===== config.mk =====
export PLATFORM = sky130hd
export DESIGN_NAME = scc_run_ctrl_flat
export DESIGN_NICKNAME = d
export VERILOG_FILES = /design/src/rtl/scc_run_ctrl_if.sv /design/src/rtl/scc_run_ctrl.sv /design/src/flat_wrapper.sv
export SDC_FILE = /design/constraint.sdc
export NUM_CORES = 1
export LEC_CHECK = 0
export BUFFER_PORTS_ARGS = -buffer_cell sky130_fd_sc_hd__buf_2
export CORE_UTILIZATION = 39
export CTS_CLUSTER_SIZE = 16
export DETAILED_ROUTE_END_ITERATION = 8
export SETUP_SLACK_MARGIN = 0.02
export SLEW_MARGIN = 20
export SYNTH_ARGS = -nofsm -noshare
export SYNTH_HDL_FRONTEND = slang
export SYNTH_SLANG_ARGS = --single-unit

===== constraint.sdc =====
create_clock -name clk -period 4.2 [get_ports clk]
set_input_delay 1.05 -clock clk [delete_from_list [all_inputs] [get_ports clk]]
set_output_delay 1.05 -clock clk [all_outputs]
set_load 0.005 [all_outputs]

===== src/rtl/scc_run_ctrl_if.sv =====
// Memory read port and dump stream shared between the run controller
// (master) and the data memory / dump consumer (slave).
interface scc_run_ctrl_if;
  logic        mem_rd_en;
  logic [31:0] mem_addr;
  logic [31:0] mem_rd_data;
  logic        dump_valid;
  logic        dump_ready;
  logic [31:0] dump_addr;
  logic [31:0] dump_data;

  modport master (
    output mem_rd_en,
    output mem_addr,
    input  mem_rd_data,
    output dump_valid,
    input  dump_ready,
    output dump_addr,
    output dump_data
  );

  modport slave (
    input  mem_rd_en,
    input  mem_addr,
    output mem_rd_data,
    input  dump_valid,
    output dump_ready,
    input  dump_addr,
    input  dump_data
  );
endinterface


===== src/rtl/scc_run_ctrl.sv =====
// Run controller for the SCC core: holds the core in reset, enables its
// clock, counts run cycles, stops on halt/timeout (optionally error), then
// reads a window of data memory and streams address/value pairs out.
// Optional feature macro: SCC_RUN_CTRL_ERR_STOP_EN (nonzero err_bits ends
// the run like a halt). All outputs are registered.
module scc_run_ctrl #(
  parameter int unsigned RST_CYCLES = 3,
  parameter int unsigned TIMEOUT    = 100000,
  parameter logic [31:0] DUMP_BASE  = 32'h0000_0400,
  parameter int unsigned DUMP_WORDS = 16
) (
  input  logic        clk,
  input  logic        rst,
  input  logic        start,
  output logic        core_rst,
  output logic        core_clk_en,
  input  logic        halt_f,
  input  logic [1:0]  err_bits,
  output logic        busy,
  output logic        done,
  output logic        timeout_f,
  output logic [1:0]  err_latched,
  output logic [31:0] cycle_count,
  scc_run_ctrl_if.master bus
);

  localparam logic [2:0] S_IDLE      = 3'd0;
  localparam logic [2:0] S_RESET     = 3'd1;
  localparam logic [2:0] S_RUN       = 3'd2;
  localparam logic [2:0] S_DUMP_RD   = 3'd3;
  localparam logic [2:0] S_DUMP_WAIT = 3'd4;
  localparam logic [2:0] S_DUMP_OUT  = 3'd5;
  localparam logic [2:0] S_DONE      = 3'd6;

  logic [2:0]  state_reg, state_next;
  logic [31:0] rst_cnt_reg, rst_cnt_next;
  logic [31:0] idx_reg, idx_next;
  logic [31:0] cycle_count_reg, cycle_count_next;
  logic        timeout_reg, timeout_next;
  logic [1:0]  err_reg, err_next;
  logic [31:0] cnt_inc;
  logic        err_stop;

  logic        core_rst_reg, core_clk_en_reg, busy_reg, done_reg;
  logic        mem_rd_en_reg, dump_valid_reg;
  logic [31:0] mem_addr_reg, dump_addr_reg, dump_data_reg;

`ifdef SCC_RUN_CTRL_ERR_STOP_EN
  assign err_stop = |err_bits;
`else
  assign err_stop = 1'b0;
`endif

  // Saturating post-increment of the run-cycle counter
  assign cnt_inc = (cycle_count_reg == 32'hFFFF_FFFF) ? cycle_count_reg
                                                      : cycle_count_reg + 32'd1;

  // Next-state and bookkeeping for the run/dump sequence
  always_comb begin
    state_next       = state_reg;
    rst_cnt_next     = rst_cnt_reg;
    idx_next         = idx_reg;
    cycle_count_next = cycle_count_reg;
    timeout_next     = timeout_reg;
    err_next         = err_reg;
    case (state_reg)
      S_IDLE, S_DONE: begin
        if (start) begin
          state_next       = S_RESET;
          rst_cnt_next     = 32'd0;
          idx_next         = 32'd0;
          cycle_count_next = 32'd0;
          timeout_next     = 1'b0;
          err_next         = 2'b00;
        end
      end
      S_RESET: begin
        if (rst_cnt_reg == 32'(RST_CYCLES - 1)) begin
          state_next = S_RUN;
        end else begin
          rst_cnt_next = rst_cnt_reg + 32'd1;
        end
      end
      S_RUN: begin
        cycle_count_next = cnt_inc;
        err_next         = err_reg | err_bits;
        // Halt beats error, error beats timeout
        if (halt_f || err_stop) begin
          state_next = S_DUMP_RD;
        end else if (cnt_inc == 32'(TIMEOUT)) begin
          timeout_next = 1'b1;
          state_next   = S_DUMP_RD;
        end
      end
      S_DUMP_RD:   state_next = S_DUMP_WAIT;
      S_DUMP_WAIT: state_next = S_DUMP_OUT;
      S_DUMP_OUT: begin
        if (bus.dump_ready) begin
          if (idx_reg == 32'(DUMP_WORDS - 1)) begin
            state_next = S_DONE;
          end else begin
            idx_next   = idx_reg + 32'd1;
            state_next = S_DUMP_RD;
          end
        end
      end
      default: state_next = S_IDLE;
    endcase
  end

  // State, counters and registered outputs decoded from the next state
  always_ff @(posedge clk) begin
    if (rst) begin
      state_reg       <= S_IDLE;
      rst_cnt_reg     <= 32'd0;
      idx_reg         <= 32'd0;
      cycle_count_reg <= 32'd0;
      timeout_reg     <= 1'b0;
      err_reg         <= 2'b00;
      core_rst_reg    <= 1'b0;
      core_clk_en_reg <= 1'b0;
      busy_reg        <= 1'b0;
      done_reg        <= 1'b0;
      mem_rd_en_reg   <= 1'b0;
      mem_addr_reg    <= 32'd0;
      dump_valid_reg  <= 1'b0;
      dump_addr_reg   <= 32'd0;
      dump_data_reg   <= 32'd0;
    end else begin
      state_reg       <= state_next;
      rst_cnt_reg     <= rst_cnt_next;
      idx_reg         <= idx_next;
      cycle_count_reg <= cycle_count_next;
      timeout_reg     <= timeout_next;
      err_reg         <= err_next;
      core_rst_reg    <= (state_next == S_RESET);
      core_clk_en_reg <= (state_next == S_RUN);
      busy_reg        <= (state_next != S_IDLE) && (state_next != S_DONE);
      done_reg        <= (state_next == S_DONE);
      mem_rd_en_reg   <= (state_next == S_DUMP_RD);
      mem_addr_reg    <= (state_next == S_DUMP_RD) ? DUMP_BASE + {idx_next[29:0], 2'b00}
                                                   : 32'd0;
      dump_valid_reg  <= (state_next == S_DUMP_OUT);
      // Read data returns the cycle after the strobe, i.e. during DUMP_WAIT
      if (state_reg == S_DUMP_WAIT) begin
        dump_data_reg <= bus.mem_rd_data;
        dump_addr_reg <= DUMP_BASE + {idx_reg[29:0], 2'b00};
      end
    end
  end

  assign core_rst       = core_rst_reg;
  assign core_clk_en    = core_clk_en_reg;
  assign busy           = busy_reg;
  assign done           = done_reg;
  assign timeout_f      = timeout_reg;
  assign err_latched    = err_reg;
  assign cycle_count    = cycle_count_reg;
  assign bus.mem_rd_en  = mem_rd_en_reg;
  assign bus.mem_addr   = mem_addr_reg;
  assign bus.dump_valid = dump_valid_reg;
  assign bus.dump_addr  = dump_addr_reg;
  assign bus.dump_data  = dump_data_reg;

endmodule


===== src/flat_wrapper.sv =====
// flat-port wrapper written by rule: the top's interface ports become plain ports
module scc_run_ctrl_flat 
#(
  parameter int unsigned RST_CYCLES = 3,
  parameter int unsigned TIMEOUT    = 100000,
  parameter logic [31:0] DUMP_BASE  = 32'h0000_0400,
  parameter int unsigned DUMP_WORDS = 16
)
  (clk, rst, start, core_rst, core_clk_en, halt_f, err_bits, busy, done, timeout_f, err_latched, cycle_count, bus_mem_rd_en, bus_mem_addr, bus_mem_rd_data, bus_dump_valid, bus_dump_ready, bus_dump_addr, bus_dump_data);
  scc_run_ctrl_if bus_i ();
  input  logic clk;
  input  logic rst;
  input  logic start;
  output logic core_rst;
  output logic core_clk_en;
  input  logic halt_f;
  input  logic [1:0] err_bits;
  output logic busy;
  output logic done;
  output logic timeout_f;
  output logic [1:0] err_latched;
  output logic [31:0] cycle_count;
  output wire logic [$bits(bus_i.mem_rd_en)-1:0] bus_mem_rd_en;
  output wire logic [$bits(bus_i.mem_addr)-1:0] bus_mem_addr;
  input wire logic [$bits(bus_i.mem_rd_data)-1:0] bus_mem_rd_data;
  output wire logic [$bits(bus_i.dump_valid)-1:0] bus_dump_valid;
  input wire logic [$bits(bus_i.dump_ready)-1:0] bus_dump_ready;
  output wire logic [$bits(bus_i.dump_addr)-1:0] bus_dump_addr;
  output wire logic [$bits(bus_i.dump_data)-1:0] bus_dump_data;
  assign bus_mem_rd_en = bus_i.mem_rd_en;
  assign bus_mem_addr = bus_i.mem_addr;
  assign bus_i.mem_rd_data = bus_mem_rd_data;
  assign bus_dump_valid = bus_i.dump_valid;
  assign bus_i.dump_ready = bus_dump_ready;
  assign bus_dump_addr = bus_i.dump_addr;
  assign bus_dump_data = bus_i.dump_data;
  scc_run_ctrl #(.RST_CYCLES(RST_CYCLES), .TIMEOUT(TIMEOUT), .DUMP_BASE(DUMP_BASE), .DUMP_WORDS(DUMP_WORDS)) u_core (.clk(clk), .rst(rst), .start(start), .core_rst(core_rst), .core_clk_en(core_clk_en), .halt_f(halt_f), .err_bits(err_bits), .busy(busy), .done(done), .timeout_f(timeout_f), .err_latched(err_latched), .cycle_count(cycle_count), .bus(bus_i));
endmodule

==> PnR_summary.wiki <==
{| class="wikitable"
! Metric !! Value
|-
| Filler cell count in the final layout || between 2,000 and 3,000
|-
| Maximum root-to-sink buffer count || 2
|-
| Worst hold-check slack || roughly 0.45 ns
|-
| Antenna Diode Count || 0
|-
| Count of endpoints failing hold in the final timing report || 0
|-
| Via-per-instance ratio || 5.67
|-
| # nets final || 1,466
|-
| Fraction of synthesis flops using an asynchronous set or reset pin || 0
|-
| Data required time of the worst path || 4.55 ns
|-
| Std cell rows || slightly below 60
|-
| Routability congestion estimate || 0.908
|-
| Startpoint kind of the worst setup timing path || register
|-
| Max_slew headroom || 0.431
|-
| Clock tree root buffer cell || sky130_fd_sc_hd__clkbuf_16
|-
| Area growth syn-to-layout || 16.4%
|-
| Switching part of the total power || 0.266
|-
| DR pass1 iterations || 5
|-
| Max cap viols || 0
|-
| DIE WIDTH || between 150 and 200 um
|-
| Via count of the first global-routing pass || 8,893
|-
| CTS tree || yes
|-
| Boundary Pins || between 150 and 200
|-
| Aggregate routed wire length || 30,300 um
|-
| Count of antenna-violating nets left after detailed routing || 0
|-
| Worst-case clock skew || 0.0164 ns
|-
| Total of buffers placed on input and output ports || around 170
|-
| Later-pin clock latency in the skew report || 0.45 ns
|-
| Run status || completed
|-
| Slowest cell on crit path || sky130_fd_sc_hd__or4_1
|-
| Wire length of the first global-routing pass || 47,600 um
|-
| Unrepaired setup endpoints after global routing || false
|-
| Post-synthesis cell area || 10,200 sq um
|-
| Endpoint kind of the worst setup timing path || register
|-
| Count of final setup violators || 0
|-
| Setup Total Neg Slack || 0 ns
|-
| TritonCTS buffer count || 17
|-
| Detailed placer's ending HPWL || ~21,000 um
|-
| Relative contribution of the clock network to total power || 0.441
|-
| Critical path start-end classification || reg2reg
|-
| Post-synth top flop || sky130_fd_sc_hd__dfxtp_1
|-
| Per-instance average area after synthesis || 7.86 sq um
|-
| Post-synthesis register bit count || 200
|-
| Share of total power in sequential cells || 0.508
|-
| Switching Power || 1000 uW
|-
| Sequential element share of the synthesized area || 0.392
|-
| Cts repair resizes || 0
|-
| Finished Core Util || 0.467
|-
| DRC violations left || 0
|-
| Aggregate global routing overflow || 0
|-
| Post-CTS Setup Repair Bufs || 0
|-
| Post-cts hold buffer count || 0
|-
| Power density of the placed cells || between 300 and 400 nW/um^2
|-
| Initial antenna violation count || 0
|-
| Maximum number of pins on one net before global-route repair || a little over 100
|-
| DRT iter0 DRCs || around 800
|-
| Global routing usage summed across all routing layers || 0.222
|-
| IR drop worst, VDD || 0.281 mV
|-
| Post-layout minimum cycle time || approximately 3.7 ns
|-
| Placeable Area || roughly 25,000 sq um
|-
| Share of layout cells above drive strength 1 || 0.186
|-
| Crit path arrival time || roughly 4.0 ns
|-
| Type of the tightest min-delay check || reg2reg
|-
| Internal || 2760 uW
|-
| Overall via count from detail_route || 9,999
|-
| Final slew viol count || 0
|-
| Pre-CTS setup slack || 0.415 ns
|-
| Top library cells by usage in the layout, fill and taps aside || sky130_fd_sc_hd__dfxtp_1, sky130_fd_sc_hd__nand2_1, sky130_fd_sc_hd__buf_2
|-
| Fmax || 271 MHz
|-
| Die extent in y || 164 um
|-
| Count of flip-flops with a built-in enable after synthesis || 0
|-
| Starting density of the core || 0.401
|-
| Crit path cell chain || ha_1, nand4_2, or4_1, a21oi_1, buf_4, nand3_1, a21oi_1, and4bb_1, a21oi_4, buf_4, nor4b_1
|-
| Static leakage || 0.00442 uW
|-
| Post-synthesis cell count || 1,301
|-
| Worst Setup Slack, final || a little over 0.5 ns
|-
| Clock sink total || 200
|-
| Maximum fanout count along the critical path || 33
|-
| H-tree level count || 4
|-
| Clock transition at path regs || 0.08 ns
|-
| Final clock period utilization by the worst path || 0.878
|-
| Transition time of the tightest slew-check pin || 0.848 ns
|-
| Largest stage delay, worst path || 0.74 ns
|-
| Floorplan die area || 26,900 sq um
|-
| Comb power frac || 0.050
|-
| Synth cell types || 80
|-
| Most common cell after layout, fill and taps aside || sky130_fd_sc_hd__dfxtp_1
|-
| Average wire per standard cell || roughly 17 um
|-
| Synth warn || 0
|}
worst paths after layout:
kind         cells past startpoint                     start  slack [ns]                       end
max                             11     u_core.cycle_count[0]        0.51   u_core.bus.mem_addr[22]
min                              2  u_core.bus.dump_data[20]        0.45  u_core.bus.dump_data[20]
max reg2reg                     11     u_core.cycle_count[0]        0.51   u_core.bus.mem_addr[22]
min reg2reg                      2  u_core.bus.dump_data[20]        0.45  u_core.bus.dump_data[20]
cell type report:
class / count / area, sq um / area share
multi-input combinational: 981 / 5710 / 0.480
inverter: 18 / 67.6 / 0.00568
tap: 330 / 413 / 0.0347
clock buffer: 17 / 425 / 0.0358
clock inverter: 15 / 175 / 0.0147
sequential: 200 / 4000 / 0.337
timing repair buffer: 202 / 1100 / 0.0928
power groups by stage:
stage               Combinational [uW]  Clock [uW]  Sequential, uW
floorplan                          125           0            1950
global placement                   190           0            1960
detailed placement                 189           0            1960
CTS                                190        1720            1910
global route                       210        1790            1920
finish                             189        1660            1910
layer usage:
metal  GRT usage  share of wire  vias to the layer above
met5           0              0                        -
met4      0.0787          0.023                        0
met3      0.0422          0.070                       47
met2       0.337           0.44                      357
met1       0.313           0.47                     4694
li1            -              -                     4901
synthesized netlist by cell type, types with 4 or more instances:
| master | instances | area [sq um] |
|---|---|---|
| sky130_fd_sc_hd__nor3b_1 | 10 | 75.1 |
| sky130_fd_sc_hd__nor2_1 | 163 | 612 |
| sky130_fd_sc_hd__nand4_2 | 4 | 50.1 |
| sky130_fd_sc_hd__o311ai_0 | 5 | 43.8 |
| sky130_fd_sc_hd__nor2b_1 | 9 | 56.3 |
| sky130_fd_sc_hd__o21ai_0 | 41 | 205 |
| sky130_fd_sc_hd__o31a_1 | 5 | 43.8 |
| sky130_fd_sc_hd__a31oi_1 | 25 | 156 |
| sky130_fd_sc_hd__nand4_1 | 36 | 225 |
| sky130_fd_sc_hd__nor3_1 | 49 | 245 |
| sky130_fd_sc_hd__nor4b_1 | 5 | 43.8 |
| sky130_fd_sc_hd__nand2_1 | 172 | 646 |
| sky130_fd_sc_hd__o22ai_1 | 4 | 25.0 |
| sky130_fd_sc_hd__xor2_1 | 35 | 307 |
| sky130_fd_sc_hd__a31o_2 | 5 | 43.8 |
| sky130_fd_sc_hd__buf_4 | 8 | 60.1 |
| sky130_fd_sc_hd__o211ai_1 | 4 | 30.0 |
| sky130_fd_sc_hd__or3_1 | 18 | 113 |
| sky130_fd_sc_hd__nand2b_1 | 9 | 56.3 |
| sky130_fd_sc_hd__ha_1 | 7 | 87.6 |
| sky130_fd_sc_hd__buf_1 | 4 | 15.0 |
| sky130_fd_sc_hd__and2_1 | 8 | 50.1 |
| sky130_fd_sc_hd__a311oi_1 | 15 | 131 |
| sky130_fd_sc_hd__a21oi_1 | 95 | 475 |
| sky130_fd_sc_hd__or4_1 | 6 | 45.0 |
| sky130_fd_sc_hd__inv_1 | 18 | 67.6 |
| sky130_fd_sc_hd__nand3_1 | 43 | 215 |
| sky130_fd_sc_hd__and3_1 | 21 | 131 |
| sky130_fd_sc_hd__a22oi_1 | 6 | 45.0 |
| sky130_fd_sc_hd__nor4_1 | 25 | 156 |
| sky130_fd_sc_hd__nand4b_1 | 5 | 43.8 |
| sky130_fd_sc_hd__and4_1 | 16 | 140 |
| sky130_fd_sc_hd__dfxtp_1 | 200 | 4000 |
| sky130_fd_sc_hd__a211oi_1 | 27 | 203 |
| sky130_fd_sc_hd__a21o_1 | 8 | 60.1 |
| sky130_fd_sc_hd__clkbuf_1 | 61 | 229 |
| sky130_fd_sc_hd__buf_2 | 30 | 150 |
| sky130_fd_sc_hd__o31ai_1 | 4 | 30.0 |
| sky130_fd_sc_hd__xnor2_1 | 33 | 289 |
| sky130_fd_sc_hd__nor4_2 | 5 | 62.6 |
kinds of logic (layout without fill, tap and decap cells):
kind of cell	Yosys count	in the layout	synth area share
xor gates and xnor gates	68	68	0.0583
muxes	5	5	0.00514
AOI/OAI and AO/OA	273	273	0.171
other	1	4	0.000367
buffers and inverters	123	252	0.0526
adders and majority gates	7	7	0.00857
DFF	200	200	0.392
and+or+nand+nor	624	624	0.313
metrics by stage:
step	instance area (sq um)	cells	total power, uW
detailed placement	11300	1731	2150
global placement	11300	1731	2150
CTS	11900	1763	3820
floorplan	10200	1304	2080
global route	11900	1763	3910
finish	11900	1763	3770
critical path: cells and delay by family, from the launching register on:
kind / cells / cell delay [ns]
AOI/OAI and AO/OA: 3 / 0.69
DFF: 1 / 0.47
and+or+nand+nor: 5 / 1.67
adders and majority gates: 1 / 0.25
buffers and inverters: 2 / 0.48
(Power assumes the default switching activity.)
